[src/rtl/bg_status_uart_tx.sv]
// Purpose : UART transmitter shipping 8-bit status/trim words on one pin (start, 8 data LSB first, opt. even parity, stop bits).
// Latency : start bit begins the cycle after acceptance; frame_done pulses the cycle after the last stop-bit cycle.
// Backpress: tx_ready (registered) is high only in IDLE with ena=1; tx_valid without tx_ready is ignored, nothing is queued.
//
// Ports:
//   clk, rst_n        clock (rising edge), asynchronous active-low reset
//   ena               1 = new frames may be accepted
//   tx_data/tx_valid  word offered by the producer; tx_data is latched on acceptance
//   tx_ready          transmitter accepts a word on this cycle's edge when tx_valid is high
//   tx_out            serial line, idle high, driven from a flop
//   busy              high while a frame is on the line
//   frame_done        one-cycle pulse after a frame completes
module bg_status_uart_tx #(
  parameter int CLKS_PER_BIT = 16,
  parameter int PARITY_EN    = 0,
  parameter int STOP_BITS    = 1
) (
  input  logic       clk,
  input  logic       rst_n,
  input  logic       ena,
  input  logic [7:0] tx_data,
  input  logic       tx_valid,
  output logic       tx_ready,
  output logic       tx_out,
  output logic       busy,
  output logic       frame_done
);

  localparam int CW = (CLKS_PER_BIT > 1) ? $clog2(CLKS_PER_BIT) : 1;

  typedef enum logic [2:0] {
    S_IDLE,
    S_START,
    S_DATA,
    S_PARITY,
    S_STOP
  } state_t;

  state_t          state;
  state_t          state_nx;
  logic [CW-1:0]   baud_cnt;
  logic [2:0]      bit_idx;
  logic [2:0]      bit_idx_nx;
  logic            stop_cnt;
  logic [7:0]      shreg;
  logic            bit_end;
  logic            accept;
  logic            last_stop;
  logic            tx_out_nx;
  logic            busy_nx;
  logic            done_nx;
  logic            ready_nx;

  assign bit_end   = (baud_cnt == CW'(CLKS_PER_BIT - 1));
  assign accept    = (state == S_IDLE) && tx_valid && tx_ready;
  // stop_cnt only matters with two stop bits; it marks the second one.
  assign last_stop = bit_end && ((STOP_BITS == 1) || stop_cnt);
  assign bit_idx_nx = ((state == S_DATA) && bit_end) ? bit_idx + 3'd1 : bit_idx;

  // State register
  always_ff @(posedge clk or negedge rst_n) begin
    if (!rst_n) begin
      state <= S_IDLE;
    end else begin
      state <= state_nx;
    end
  end

  // Next-state logic
  always_comb begin
    state_nx = state;
    case (state)
      S_IDLE:   if (accept) state_nx = S_START;
      S_START:  if (bit_end) state_nx = S_DATA;
      S_DATA:   if (bit_end && (bit_idx == 3'd7)) state_nx = (PARITY_EN != 0) ? S_PARITY : S_STOP;
      S_PARITY: if (bit_end) state_nx = S_STOP;
      S_STOP:   if (last_stop) state_nx = S_IDLE;
      default:  state_nx = S_IDLE;
    endcase
  end

  // Output logic: next values of the output flops, decoded from the state
  // being entered so every output lines up with its bit without a comb path.
  always_comb begin
    tx_out_nx = 1'b1;
    case (state_nx)
      S_IDLE:   tx_out_nx = 1'b1;
      S_START:  tx_out_nx = 1'b0;
      S_DATA:   tx_out_nx = shreg[bit_idx_nx];
      S_PARITY: tx_out_nx = ^shreg;
      S_STOP:   tx_out_nx = 1'b1;
      default:  tx_out_nx = 1'b1;
    endcase
    busy_nx  = (state_nx != S_IDLE);
    done_nx  = (state == S_STOP) && (state_nx == S_IDLE);
    // Gating on the next state keeps tx_ready low in the cycle after acceptance.
    ready_nx = (state_nx == S_IDLE) && ena;
  end

  // Datapath and output registers
  always_ff @(posedge clk or negedge rst_n) begin
    if (!rst_n) begin
      baud_cnt   <= '0;
      bit_idx    <= 3'd0;
      stop_cnt   <= 1'b0;
      shreg      <= 8'h00;
      tx_out     <= 1'b1;
      busy       <= 1'b0;
      frame_done <= 1'b0;
      tx_ready   <= 1'b0;
    end else begin
      baud_cnt   <= ((state == S_IDLE) || bit_end) ? '0 : baud_cnt + 1'b1;
      bit_idx    <= bit_idx_nx;
      stop_cnt   <= ((state == S_STOP) && !last_stop) ? (stop_cnt ^ bit_end) : 1'b0;
      if (accept) begin
        shreg <= tx_data;
      end
      tx_out     <= tx_out_nx;
      busy       <= busy_nx;
      frame_done <= done_nx;
      tx_ready   <= ready_nx;
    end
  end

endmodule

[config.mk]
export PLATFORM = sky130hd
export DESIGN_NAME = bg_status_uart_tx
export DESIGN_NICKNAME = d
export VERILOG_FILES = /design/src/rtl/bg_status_uart_tx.sv
export SDC_FILE = /design/constraint.sdc
export NUM_CORES = 1
export LEC_CHECK = 0
export CORE_MARGIN = 2
export CORE_UTILIZATION = 30
export CTS_CLUSTER_DIAMETER = 60
export DETAILED_ROUTE_END_ITERATION = 8
export PLACE_DENSITY = 0.48
export SLEW_MARGIN = 5
export SYNTH_ARGS = -nofsm -noshare
export SYNTH_HDL_FRONTEND = slang
export SYNTH_SLANG_ARGS = --single-unit
[constraint.sdc]
create_clock -name clk -period 3.08 [get_ports clk]
set_input_delay 0.616 -clock clk [delete_from_list [all_inputs] [get_ports clk]]
set_output_delay 0.616 -clock clk [all_outputs]
set_load 0.02 [all_outputs]
==> impl_metrics.ini <==
[run_status]
outcome = finished clean

[critical_path]
critPathKind = reg2reg
reg2reg_depth = 6
path_buf_inv = 0
crit_chain = ha_1 -> nand3_4 -> or3_1 -> or3_1 -> a311oi_1 -> o21ai_1
slowest_stage = or3_1
crit_fanout = 8
critical-path-top-delay-family = simple AND/OR/NAND/NOR gates
crit_top_cell = or3_1
r2r-start = baud_cnt[0]
setup.worst_path.start = baud_cnt[0]
crit_arrival_ps = 2220
r2r_slack_ps = 1040
cpPeakStageDelay_ps = 480
cp-start-kind = register
end_kind = register
crit_required_ps = 3270
r2r_end = tx_out

[final_layout]
drive_above_1_share = 0.0960
fillers = 387
antennaDiodeCount = 0
area_delta_synth_final_pct = 22.0
final_nets = 141

[power]
power.share.switching = 0.193
p_comb_frac = 0.040
leakage_uw = 0.000645
irDropWorstVdd_mv = 0.174
net-switching-power_uw = 99.5
powerDensity_nw_per_um2 = 375
seq_power_share = 0.560
p_clk_frac = 0.400
intPower_uw = 416

[clock_network]
cts_resized = 0
clock_latency_ps = 260
holdBufCountCts = 0
cts_root_buffer = clkbuf_8
cts_setup_buffers = 0
htree_levels = 1
clk_pin_slew_ps = 80
cts_buffer_depth = 2
cts_tree = done
cts_buffers = 3
cts_sinks = 22

[route]
drt-initial-drc-count = 17
drtAntennaViolNets = 0
route.detailed.drc = 0
met1Wirelength_um = 998
wl_um = 1990
first_pass_iters = 4
top_layer = met4
via_per_inst = 4.52
vias = 782
wl_met2_um = 891
wl_met3_um = 69
post_drt_wl_per_cell_um = 11.5

[timing]
rsz0062_at_grt = no
fmax_mhz = 491
fin_crit_ps = 2040
setup_viol = 0
tightest_slew_ps = 452
layout_setup_ws_ps = 1040
finalHoldViolCount = 0
relSlewSlack = 0.696
final_max_slew_viol_count = 0
finalCritPeriodShare = 0.661
finalSetupTns_ps = 0
skew_ps = 5.25

[hold_path]
min_to = baud_cnt[0]
holdPathStages = 1
worstHoldStart = baud_cnt[0]
min_path_type = reg2reg

[yosys]
ys_seq_area_frac = 0.490
syn_area_per_cell_um2 = 10.3
synthDistinctLibCells = 30
ys_ff_latch = 22
synth_edf_count = 0
ys.flop_type = dfrtp_1
synthCells = 109
yosys_warnings = 0
synth-async-reset-ratio = 1.00
synth_area_um2 = 1130
syn-num-nets = 124

[die]
start_util = 0.310
num_rows = 22
die_h_um = 65.3
die_width_um = 65.3
core_area_um2 = 3630
die_area_um2 = 4260
io_pins = 16

[global_route]
overflow = 0
grt_pass1_wl_um = 3660
antenna_found_initial = 0
grt_pass1_vias = 814
grt_max_degree = 23
grt_usage = 0.113

[placed_design]
gp_congestion = 0.765
io_buffers = 15
hpwl_um = 1480
pre_cts_slack_ps = 1050

[run]
drv_cap = 0
-- how the worst max path moves through the flow --
stage	cells after the start	end
after floorplan	7	tx_out
after global placement	6	tx_out
after detailed placement	6	tx_out
after CTS	6	tx_out
after global routing	6	tx_out
final	6	tx_out
-- synthesized netlist by cell type, types with 2 or more instances --
cell / instances / share of area
dfrtp_1: 21 / 0.47
or3_1: 2 / 0.011
xor2_1: 2 / 0.016
nor2b_1: 2 / 0.011
nand2_1: 27 / 0.090
nand3_1: 3 / 0.013
o31ai_1: 2 / 0.013
nor2_1: 10 / 0.033
o21ai_0: 3 / 0.013
buf_2: 2 / 0.0089
inv_1: 3 / 0.010
xnor2_1: 8 / 0.062
ha_1: 3 / 0.033
a21oi_1: 2 / 0.0089
mux4_2: 4 / 0.080
-- registers in the layout, summed over array words and instances, names as in the netlist --
name	cells
tx_out	1
baud_cnt	4
frame_done	1
state	3
tx_ready	1
bit_idx	3
shreg	8
busy	1
-- placed cells by master (no fill, tap or decap), drive strengths merged --
| master | instances |
|---|---|
| o21ai | 4 |
| nand2b | 1 |
| o21bai | 1 |
| nor2 | 10 |
| a21oi | 2 |
| clkdlybuf4s50 | 15 |
| or3 | 2 |
| o31ai | 2 |
| buf | 1 |
| and3 | 1 |
| nor3b | 1 |
| dfstp | 1 |
| nor3 | 1 |
| nand3 | 4 |
| dfrtp | 21 |
| a311oi | 1 |
| mux2 | 2 |
| inv | 3 |
| xnor2 | 8 |
| mux2i | 1 |
| nand2 | 27 |
| nor2b | 2 |
| mux4 | 4 |
| xor2 | 2 |
| o211ai | 1 |
| clkbuf | 4 |
| ha | 3 |
-- area by class of cell --
type / count / area, um2 / share of cell area
repair buffers: 16 / 158 / 0.115
flip-flops and latches: 22 / 552 / 0.402
multi-input cells: 80 / 538 / 0.392
well taps: 48 / 60.1 / 0.0437
inverters: 3 / 11.3 / 0.00820
clock buffers: 4 / 55.1 / 0.0401
-- power groups by stage --
| stage | sequential [uW] | clock (uW) | combinational [uW] |
|---|---|---|---|
| final | 289 | 206 | 20.4 |
| after global routing | 289 | 229 | 22.9 |
| after CTS | 289 | 214 | 21.2 |
| after detailed placement | 294 | 0 | 21.1 |
| after global placement | 294 | 0 | 20.9 |
| after floorplan | 294 | 0 | 0.380 |
-- metrics by stage --
stage	instance area (um2)	utilization	power, uW	std cells	hold WS, ps
6_report	1370	0.378	515	173	472
5_1_grt	1370	0.378	541	173	504
4_1_cts	1370	0.378	524	173	477
3_5_place_dp	1320	0.363	315	169	466
3_3_place_gp	1320	0.363	315	169	443
2_1_floorplan	1130	-	295	109	320
-- per-layer routing --
layer,up-vias,global-route usage
met1,367,0.148
met3,4,0.0223
met4,0,0.0547
met2,13,0.179
met5,-,0
li1,398,-
-- logic make-up after synthesis --
kind of cell | share of synthesized area
buf+inv | 0.0322
flops | 0.490
mux | 0.109
compound gates | 0.0611
simple gates | 0.197
xor+xnor | 0.0778
fa+ha+maj | 0.0333
No activity file was read; power rests on OpenSTA's default activity.
